File: src/rtl/fmps_multiword_read_link.sv
// fmps_multiword_read_link
// FMPS cell-link receiver for header + N-word packets on a beat stream.
// Payload words land in an internal RAM addressed by {fmpsIndex, wordSel};
// a per-frame presence bitmap, success counter and status strobe are kept.
// Optional feature: define PACKET_TIMEOUT_EN to enable an idle watchdog that
// aborts a packet stalled in S_DATA/S_DRAIN after TIMEOUT_CYCLES idle cycles.
module fmps_multiword_read_link #(
  parameter int          INDEX_WIDTH    = 5,
  parameter int          PAYLOAD_WORDS  = 2,
  parameter logic [15:0] HEADER_MAGIC   = 16'hB6CF,
  parameter int          TIMEOUT_CYCLES = 255,
  localparam int         WSW            = (PAYLOAD_WORDS > 1) ? $clog2(PAYLOAD_WORDS) : 1
) (
  input  logic                         auroraClk,
  input  logic                         auroraResetN,
  input  logic                         FAstrobe,
  input  logic                         allFMPSpresent,
  input  logic                         TVALID,
  input  logic                         TLAST,
  input  logic [31:0]                  TDATA,
  output logic                         statusStrobe,
  output logic [2:0]                   statusCode,
  output logic                         statusFMPSenabled,
  output logic [(1<<INDEX_WIDTH)-1:0]  fmpsBitmap,
  output logic [INDEX_WIDTH:0]         fmpsCounter,
  input  logic [INDEX_WIDTH+WSW-1:0]   readoutAddress,
  output logic [31:0]                  readoutFMPS
);

  localparam int                 SOURCES      = 1 << INDEX_WIDTH;
  localparam int                 RAM_DEPTH    = 1 << (INDEX_WIDTH + WSW);
  localparam logic [WSW-1:0]     LAST_WORD    = WSW'(PAYLOAD_WORDS - 1);
  localparam logic [INDEX_WIDTH:0] COUNTER_MAX = (INDEX_WIDTH + 1)'(SOURCES);
  localparam logic [15:0]        TIMEOUT_LIMIT = 16'(TIMEOUT_CYCLES);

  localparam logic [2:0] CODE_OK         = 3'd0;
  localparam logic [2:0] CODE_BAD_HEADER = 3'd1;
  localparam logic [2:0] CODE_BAD_SIZE   = 3'd2;
  localparam logic [2:0] CODE_BAD_PACKET = 3'd3;
`ifdef PACKET_TIMEOUT_EN
  localparam logic [2:0] CODE_TIMEOUT    = 3'd4;
`endif

  typedef enum logic [1:0] {
    S_HEADER = 2'd0,
    S_DATA   = 2'd1,
    S_DRAIN  = 2'd2
  } state_t;

  state_t                   state_q, state_d;
  logic [WSW-1:0]           wordCount_q, wordCount_d;
  logic [INDEX_WIDTH-1:0]   index_q, index_d;
  logic                     word0Invalid_q, word0Invalid_d;
  logic                     enabled_q, enabled_d;
  logic [2:0]               statusCode_q, statusCode_d;
  logic                     statusStrobe_q, statusStrobe_d;
  logic [SOURCES-1:0]       bitmap_q, bitmap_d;
  logic [INDEX_WIDTH:0]     counter_q, counter_d;
  logic [31:0]              readData_q;

  logic                     ramWe;
  logic [INDEX_WIDTH+WSW-1:0] ramAddr;
  logic [31:0]              ramData;
  logic [31:0]              ram [RAM_DEPTH];

  // word0 invalid flag as seen on the deciding beat (word0 may be the last word)
  logic                     word0Bit;
  assign word0Bit = (wordCount_q == '0) ? TDATA[31] : word0Invalid_q;

`ifdef PACKET_TIMEOUT_EN
  logic [15:0] idle_q, idle_d;
  logic [16:0] idleNext;
  assign idleNext = {1'b0, idle_q} + 17'd1;
`else
  logic unusedTimeout;
  assign unusedTimeout = ^TIMEOUT_LIMIT;
`endif

  // Registered control state, status and per-frame bookkeeping
  always_ff @(posedge auroraClk or negedge auroraResetN) begin
    if (!auroraResetN) begin
      state_q        <= S_HEADER;
      wordCount_q    <= '0;
      index_q        <= '0;
      word0Invalid_q <= 1'b0;
      enabled_q      <= 1'b0;
      statusCode_q   <= CODE_OK;
      statusStrobe_q <= 1'b0;
      bitmap_q       <= '0;
      counter_q      <= '0;
`ifdef PACKET_TIMEOUT_EN
      idle_q         <= '0;
`endif
    end else begin
      state_q        <= state_d;
      wordCount_q    <= wordCount_d;
      index_q        <= index_d;
      word0Invalid_q <= word0Invalid_d;
      enabled_q      <= enabled_d;
      statusCode_q   <= statusCode_d;
      statusStrobe_q <= statusStrobe_d;
      bitmap_q       <= bitmap_d;
      counter_q      <= counter_d;
`ifdef PACKET_TIMEOUT_EN
      idle_q         <= idle_d;
`endif
    end
  end

  // Packet parser: frame start first, then size checks, then per-state action
  always_comb begin
    state_d        = state_q;
    wordCount_d    = wordCount_q;
    index_d        = index_q;
    word0Invalid_d = word0Invalid_q;
    enabled_d      = enabled_q;
    statusCode_d   = statusCode_q;
    statusStrobe_d = 1'b0;
    bitmap_d       = bitmap_q;
    counter_d      = counter_q;
    ramWe          = 1'b0;
    ramAddr        = {index_q, wordCount_q};
    ramData        = TDATA;
`ifdef PACKET_TIMEOUT_EN
    idle_d         = '0;
`endif

    if (FAstrobe) begin
      bitmap_d    = '0;
      counter_d   = '0;
      state_d     = S_HEADER;
      wordCount_d = '0;
    end else begin
`ifdef PACKET_TIMEOUT_EN
      if ((state_q != S_HEADER) && !TVALID) begin
        if (idleNext >= {1'b0, TIMEOUT_LIMIT}) begin
          statusCode_d   = CODE_TIMEOUT;
          statusStrobe_d = 1'b1;
          state_d        = S_HEADER;
          wordCount_d    = '0;
        end else begin
          idle_d = idleNext[15:0];
        end
      end
`endif
      if (TVALID) begin
        case (state_q)
          S_HEADER: begin
            if (TLAST) begin
              statusCode_d   = CODE_BAD_SIZE;
              statusStrobe_d = 1'b1;
            end else if (TDATA[31:16] == HEADER_MAGIC) begin
              index_d     = TDATA[10 +: INDEX_WIDTH];
              enabled_d   = TDATA[15];
              wordCount_d = '0;
              state_d     = S_DATA;
            end else begin
              statusCode_d   = CODE_BAD_HEADER;
              statusStrobe_d = 1'b1;
              state_d        = S_DRAIN;
            end
          end
          S_DATA: begin
            ramWe = !allFMPSpresent;
            if (wordCount_q == '0) begin
              word0Invalid_d = TDATA[31];
            end
            if (wordCount_q != LAST_WORD) begin
              if (TLAST) begin
                statusCode_d   = CODE_BAD_SIZE;
                statusStrobe_d = 1'b1;
                state_d        = S_HEADER;
                wordCount_d    = '0;
              end else begin
                wordCount_d = wordCount_q + WSW'(1);
              end
            end else if (!TLAST) begin
              statusCode_d   = CODE_BAD_SIZE;
              statusStrobe_d = 1'b1;
              state_d        = S_DRAIN;
              wordCount_d    = '0;
            end else if (TDATA[30]) begin
              statusCode_d   = CODE_BAD_PACKET;
              statusStrobe_d = 1'b1;
              state_d        = S_HEADER;
              wordCount_d    = '0;
            end else begin
              statusCode_d   = CODE_OK;
              statusStrobe_d = 1'b1;
              state_d        = S_HEADER;
              wordCount_d    = '0;
              if (counter_q != COUNTER_MAX) begin
                counter_d = counter_q + (INDEX_WIDTH + 1)'(1);
              end
              if (!allFMPSpresent && !word0Bit) begin
                bitmap_d[index_q] = 1'b1;
              end
            end
          end
          S_DRAIN: begin
            if (TLAST) begin
              state_d = S_HEADER;
            end
          end
          default: begin
            state_d     = S_HEADER;
            wordCount_d = '0;
          end
        endcase
      end
    end
  end

  // Payload RAM write port; contents are not reset
  always_ff @(posedge auroraClk) begin
    if (ramWe) begin
      ram[ramAddr] <= ramData;
    end
  end

  // Registered readout port, returns old data on a same-cycle write
  always_ff @(posedge auroraClk or negedge auroraResetN) begin
    if (!auroraResetN) begin
      readData_q <= '0;
    end else begin
      readData_q <= ram[readoutAddress];
    end
  end

  assign statusStrobe      = statusStrobe_q;
  assign statusCode        = statusCode_q;
  assign statusFMPSenabled = enabled_q;
  assign fmpsBitmap        = bitmap_q;
  assign fmpsCounter       = counter_q;
  assign readoutFMPS       = readData_q;

endmodule
File: config.mk
export PLATFORM = sky130hd
export DESIGN_NAME = fmps_multiword_read_link
export DESIGN_NICKNAME = d
export VERILOG_FILES = /design/src/rtl/fmps_multiword_read_link.sv
export SDC_FILE = /design/constraint.sdc
export NUM_CORES = 2
export LEC_CHECK = 0
export BUFFER_PORTS_ARGS = -buffer_cell sky130_fd_sc_hd__buf_4
export CAP_MARGIN = 20
export CORE_AREA = 2 2 406 408
export DETAILED_ROUTE_END_ITERATION = 12
export DIE_AREA = 0 0 408 410
export PLACE_DENSITY = 0.72
export SLEW_MARGIN = 10
export SYNTH_ARGS = -nofsm -noshare
export SYNTH_HDL_FRONTEND = slang
export SYNTH_SLANG_ARGS = --single-unit
File: constraint.sdc
create_clock -name auroraClk -period 6.1 [get_ports auroraClk]
set_input_delay 0.915 -clock auroraClk [delete_from_list [all_inputs] [get_ports auroraClk]]
set_output_delay 0.915 -clock auroraClk [all_outputs]
set_load 0.02 [all_outputs]
=== After elaboration in Yosys (flattened, before gate mapping) ===
Memory sizes are Yosys's and may differ from the RTL's. A register that Yosys moved wholly into a read port is not among the register bits.
Index checks and enable logic that the tools add are counted.

* Register bits: 52
* Memory bits (writable): 2,048
* Input port bits: 44
* Output and inout port bits: 75
* Logic and storage cells: 98
* Memories kept: 1

{| class="wikitable"
|+ Memories
! name !! depth !! width !! rd ports !! clocked after memory_dff !! wr ports !! line !! source
|-
| ram || 64 || 32 || 1 || 1 || 1 || 64 || <nowiki>logic [31:0] ram [RAM_DEPTH];</nowiki>
|}

* Add/subtract/negate cells: 2
* Magnitude comparators: 2
* Equal/unequal tests: 10
* Mux-type cells: 51
* Bitwise gates (word level): 3
* Reductions and logical operators: 20

{| class="wikitable"
|+ Operator list
! kind !! count
|-
| $mux 32 || 7
|-
| $mux 6 || 7
|-
| $or 32x32->32 || 1
|-
| $mux 1 || 19
|-
| $mux 2 || 9
|-
| $eq 16x16->1 const B || 1
|-
| $reduce_bool 2->1 || 7
|-
| $mux 3 || 4
|-
| $ne 3x3->1 const B || 4
|-
| $reduce_and 6->1 || 2
|-
| $reduce_and 5->1 || 2
|-
| $add 6x1->6 const B || 1
|-
| $lt 5x6->1 const B || 1
|-
| $ne 6x6->1 const B || 1
|-
| $pmux 2 s3 || 1
|-
| $pmux 3 s2 || 1
|-
| $demux 1 s5 || 1
|-
| $ge 5x1->1 const B || 1
|-
| $ne 2x2->1 const B || 2
|-
| $reduce_and 4->1 || 1
|-
| $logic_not 1->1 || 3
|-
| $pmux 1 s3 || 1
|-
| $reduce_and 3->1 || 1
|-
| $eq 2x1->1 const B || 1
|-
| 7 further kinds || 9
|}

=== Longest topological paths before layout ===
* Depth in word-level cells: 12
* Depth in mapped cells: 10
* Depth with buffers taken out: 6

=== Least setup slack after synthesis ===
Ideal clock, no wire load.

* Path kind: input -> register
* Start point: input FAstrobe
* End point: memory ram[62][0] (enable)
* Setup time: 0.502 ns
* Data arrival time: 4.598 ns
* Required time: 5.598 ns
* Slack: 1.000 ns
* Cell stages on the path: 4
* Path buffers: 1
* Cell sequence: clkbuf_1 -> nor3b_1 -> nand2_1 -> nor4_1

* Longest elaborated chain between the ends: 3

{| class="wikitable"
|+ RTL lines
! item !! line !! source
|-
| start, declared || 16 || <nowiki>input logic FAstrobe,</nowiki>
|-
| $mux 1 || 128 || <nowiki>if (FAstrobe) begin</nowiki>
|-
| $mux 1 || 216 || <nowiki>if (ramWe) begin</nowiki>
|-
| $mux 1 (not written as such) || 217 || <nowiki>ram[ramAddr] <= ramData;</nowiki>
|-
| end, declared || 64 ||
|}

No other way between the ends.

=== Worst setup path after layout ===
* Start point: register state_q[0]
* End point: memory ram[13][14] (enable)

* Longest elaborated chain between the ends: 6

{| class="wikitable"
|+ RTL lines
! item !! line !! source
|-
| start, declared || 50 || <nowiki>state_t state_q, state_d;</nowiki>
|-
| start signal, assigned || 95 || <nowiki>state_q <= state_d;</nowiki>
|-
| $eq 2x1->1 || 147 || <nowiki>case (state_q)</nowiki>
|-
| $mux 1 || 147 ||
|-
| $mux 1 || 146 || <nowiki>if (TVALID) begin</nowiki>
|-
| $mux 1 || 128 ||
|-
| $mux 1 || 216 ||
|-
| $mux 1 (not written as such) || 217 ||
|}

No other way between the ends.

==> impl.org <==
** Yosys
- Xor/xnor share of the synthesized area :: 0.000541
- Synthesis inferred 2131 register bits.
- The portion of synthesized area spent on multiplexers is 0.152.
- Of the total synthesized cell area, the portion taken by AND, OR, NAND and NOR gates is 0.0183.
- Adder-Cell Fraction of Synth Area :: 0.000309
- Post-synthesis cell type count :: 56
- Top cells by instance count after synthesis :: sky130_fd_sc_hd__edfxtp_1, sky130_fd_sc_hd__mux4_2, sky130_fd_sc_hd__nor2_1
- Yosys warnings :: 0
- Among all flip-flop cells after synthesis, the most frequent one is sky130_fd_sc_hd__edfxtp_1.
- After synthesis, the largest family of logic cells by area is multiplexers.
- Most repeated cell in the gate-level netlist after synthesis :: sky130_fd_sc_hd__edfxtp_1
- Biggest area contributors in the synthesized netlist :: sky130_fd_sc_hd__edfxtp_1, sky130_fd_sc_hd__mux4_2, sky130_fd_sc_hd__dfrtp_1
- Post-synth top area cell :: sky130_fd_sc_hd__edfxtp_1
- Post-Syn Nets :: 3647
- A synthesized cell averages 22.5 sq um.
- Share of the synthesized area in compound gates (AO/OA/AOI/OAI) :: 0.0294
- Cells after synthesis :: 3601
- Number of synthesized flops with an enable pin :: 2048
- Share of the synthesized area in the top cell type :: 0.759
- After synthesis, the share of flip-flops with an asynchronous set or reset is 0.0389.
- The mapped netlist covers 0.0810 sq mm.
- For this run, the register share of the synthesized area comes to 0.785.

** Die
- The region available for standard cell placement spans 0.163 sq mm.
- Starting utilization of the core area :: 0.496
- Overall die width :: 408 um
- Overall die height :: 410 um
- Top-level I/O count :: 119
- Site row count :: 149
- The die covers 0.167 sq mm.

** Timing
- Of the available clock period, the critical path in the final layout requires 0.602.
- Final-report hold violation count :: 0
- Adding up every negative setup slack in the final design gives 0 ns.
- Count of final max-slew check failures :: 0
- Setup Skew :: 0.0380 ns
- Time the worst path needs with I/O delays and setup :: 3.67 ns
- Max-Slew Margin vs Limit :: 0.110
- Setup violations remaining at the end of the flow were counted as 0.
- Setup repair after global routing left no endpoint under its margin.
- Transition time at the pin with the least slew margin :: 1.32 ns
- FMAX :: 272 MHz

** Placed design
- Routability-driven placement finished with a final weighted congestion of 0.854.
- After legalization and detailed placement, the total HPWL measured 127000 um.
- Instance count after placement with tap cells included :: 5838
- Count of input and output buffers :: 117

** Power
- Cell internal power was estimated by the tool at 0.0234 W.
- Net Switching :: 0.00645 W
- The design draws 0.0299 W.
- Reg power frac :: 0.539
- The analysis attributes to cell leakage a power of 29.1 nW.
- Comb pwr share :: 0.051
- Of the total power, the share spent switching nets is 0.216.
- Worst-case vdd ir drop :: 0.264 mV
- Power spread over the standard cell area amounts to 326 mW/mm^2.
- Share of power burned in the clock network :: 0.410

** Final layout
- After filler insertion, the fill cell instance count of the layout stands at 11700.
- Syn-to-layout area delta :: 13.3%
- The final layout contains 3905 nets.
- At the end of the flow the core is filled with cells to 0.561.
- Register area :: 0.0636 sq mm
- The multi-input combinational cells in the finished layout cover a total of 0.0168 sq mm.
- The count of cells in the finished layout, fillers not included, comes to 6216.
- In the final layout, the share of cells above drive strength 1 is 0.288.

** Setup path
- On the worst path, the slowest cell contributes a delay of 0.69 ns.
- On the critical path the largest part of the delay comes from simple AND/OR/NAND/NOR gates.
- STA classifies the critical path endpoint as a flip-flop.
- Cell chain of the critical path :: nor2b_1 -> nand2_1 -> nor3_1 -> nand2_1 -> buf_4 -> nor2_4 -> buf_4
- Cell with the biggest individual delay on the critical path :: sky130_fd_sc_hd__nor3_1
- Critical path startpoint category :: flip-flop
- Required time of the critical path :: 6.57 ns
- Largest fanout of any net on the critical path :: 20
- Critical Path AT :: 4.15 ns
- Worst Path Buf+Inv :: 2
- The critical path is of the reg -> reg type.

** Clock network
- After clock tree synthesis, the clock-pin slew on the worst setup and hold paths is 0.07 ns.
- Longest Clk Path Bufs :: 3
- The later pin in the worst-skew pair is clocked with a latency of 0.82 ns.
- H-tree depth :: 4
- The clock net in this run drives a total of 2131 sinks.
- CTS root buf :: sky130_fd_sc_hd__clkbuf_16
- After clock tree synthesis, the repair step resized 0 gates.
- In this run, CTS created clock tree buffers numbering 198.
- In this run, post-CTS hold repair placed 0 buffers.
- CTS tree :: built
- Setup fix buffers added after clock tree synthesis :: 0

** GRT
- Across every metal layer, demand over resource in global routing totals 0.253.
- Initial antenna violation count :: 22
- Maximum number of pins on one net before global-route repair :: 98
- Via count of the first global-routing pass :: 39200
- For this run the aggregate overflow at the end of global routing stands at 0.
- The first global-routing pass estimated 299000 um of wire.

** Route
- After detailed routing, the wire length on met1 is 80800 um.
- For this run, design rule violations remaining after detail routing come to 0.
- Antenna Violating Nets Remaining :: 0
- The highest layer touched by signal routing is met5.
- Detailed routing placed a total of 24800 um of wire on met3.
- In the routed layout, each cell is associated on average with a via count of 6.51.
- Summed over all nets, wire length on met2 after detailed routing comes to 100000 um.
- The routed layout has 40400 vias.
- The first TritonRoute pass finished after 5 iterations.
- Starting DRT DRC Count :: 7048
- Post-detailed-route wirelength per cell :: 34.2 um
- After detailed routing, the total wire length is 213000 um.

** Hold path
- In this run the worst hold path is classified as in -> async.

** Outcome
- Run status :: finished clean

** Run
- Number of max-cap violations :: 0
[per-layer routing]
layer	vias to the layer above	track usage
li1	15800	-
met1	21500	0.366
met2	2724	0.385
met3	360	0.0572
met4	20	0.0869
met5	-	0
[registers in the layout, indices dropped and copies added, names as in the netlist]
signal / cells
state_q: 2
statusCode: 2
statusFMPSenabled: 1
ram: 2048
index_q: 5
statusStrobe: 1
word0Invalid_q: 1
fmpsBitmap: 32
wordCount_q: 1
fmpsCounter: 6
readoutFMPS: 32
[placed cells by master (no fill, tap or decap), drive strengths merged, types with 8 or more instances in the layout]
master  count
a22oi      98
o21ai      23
o221ai     23
mux2i      79
buf       259
nor2b      23
o22ai      30
mux4      499
nor2      121
edfxtp   2048
mux2       27
a211oi     12
a22o       13
clkbuf    241
a221oi     18
inv        16
nand2b      8
and3       11
clkinv     97
dfrtp      83
nand2      53
nand4       9
nand3      48
a21oi      66
bufinv     18
a31oi      10
a211o      22
[cells by family after synthesis]
logic type,Yosys count
xor gates and xnor gates,5
and+or+nand+nor,310
AOI/OAI and AO/OA,337
adders and majority gates,2
DFF,2131
other,1
muxes,605
buffers and inverters,210
[power by group through the flow]
stage | sequential, W | combinational, W | clock [W]
6_report | 0.0161 | 0.00153 | 0.0122
5_1_grt | 0.0161 | 0.00159 | 0.0129
4_1_cts | 0.0161 | 0.00153 | 0.0123
3_5_place_dp | 0.0164 | 0.00152 | 0
3_3_place_gp | 0.0164 | 0.00149 | 0
2_1_floorplan | 0.0164 | 0.000714 | 0
[cell type report]
type,instances,share of cell area
flip-flops and latches,2131,0.693
multi-input cells,1260,0.183
clock buffers,241,0.0570
well taps,2189,0.0298
repair buffers,259,0.0242
clock inverters,126,0.0132
inverters,9,0.000368
diodes,1,0.0000273
[stage by stage]
step           hold slack (ns)  instance area (sq um)  worst slack [ns]
3_5_place_dp             0.490                  85100              1.71
5_1_grt                  0.221                  91800              2.23
3_3_place_gp             0.480                  85100              1.28
4_1_cts                  0.171                  91600              2.48
6_report                 0.203                  91800              2.43
2_1_floorplan            0.480                  81000              1.00
[path summary, 6_finish.rpt]
| kind | startpoint | end | slack (ns) | cells after the start |
|---|---|---|---|---|
| worst max-delay path | state_q[0]$_DFFE_PN0P_ | ram[13][14]$_DFFE_PP_ | 2.43 | 7 |
| worst min-delay path | auroraResetN | readoutFMPS[11]$_DFF_PN0_ | 0.20 | 1 |
| worst max register to register | state_q[0]$_DFFE_PN0P_ | ram[13][14]$_DFFE_PP_ | 2.43 | 7 |
| worst min register to register | fmpsBitmap[29]$_DFFE_PN0P_ | fmpsBitmap[29]$_DFFE_PN0P_ | 0.50 | 2 |
| max in group asynchronous | auroraResetN | readoutFMPS[5]$_DFF_PN0_ | 4.70 | 2 |
| min in group auroraClk | TVALID | wordCount_q$_DFFE_PN0P_ | 0.40 | 3 |
No activity file was read; power rests on OpenSTA's default activity.
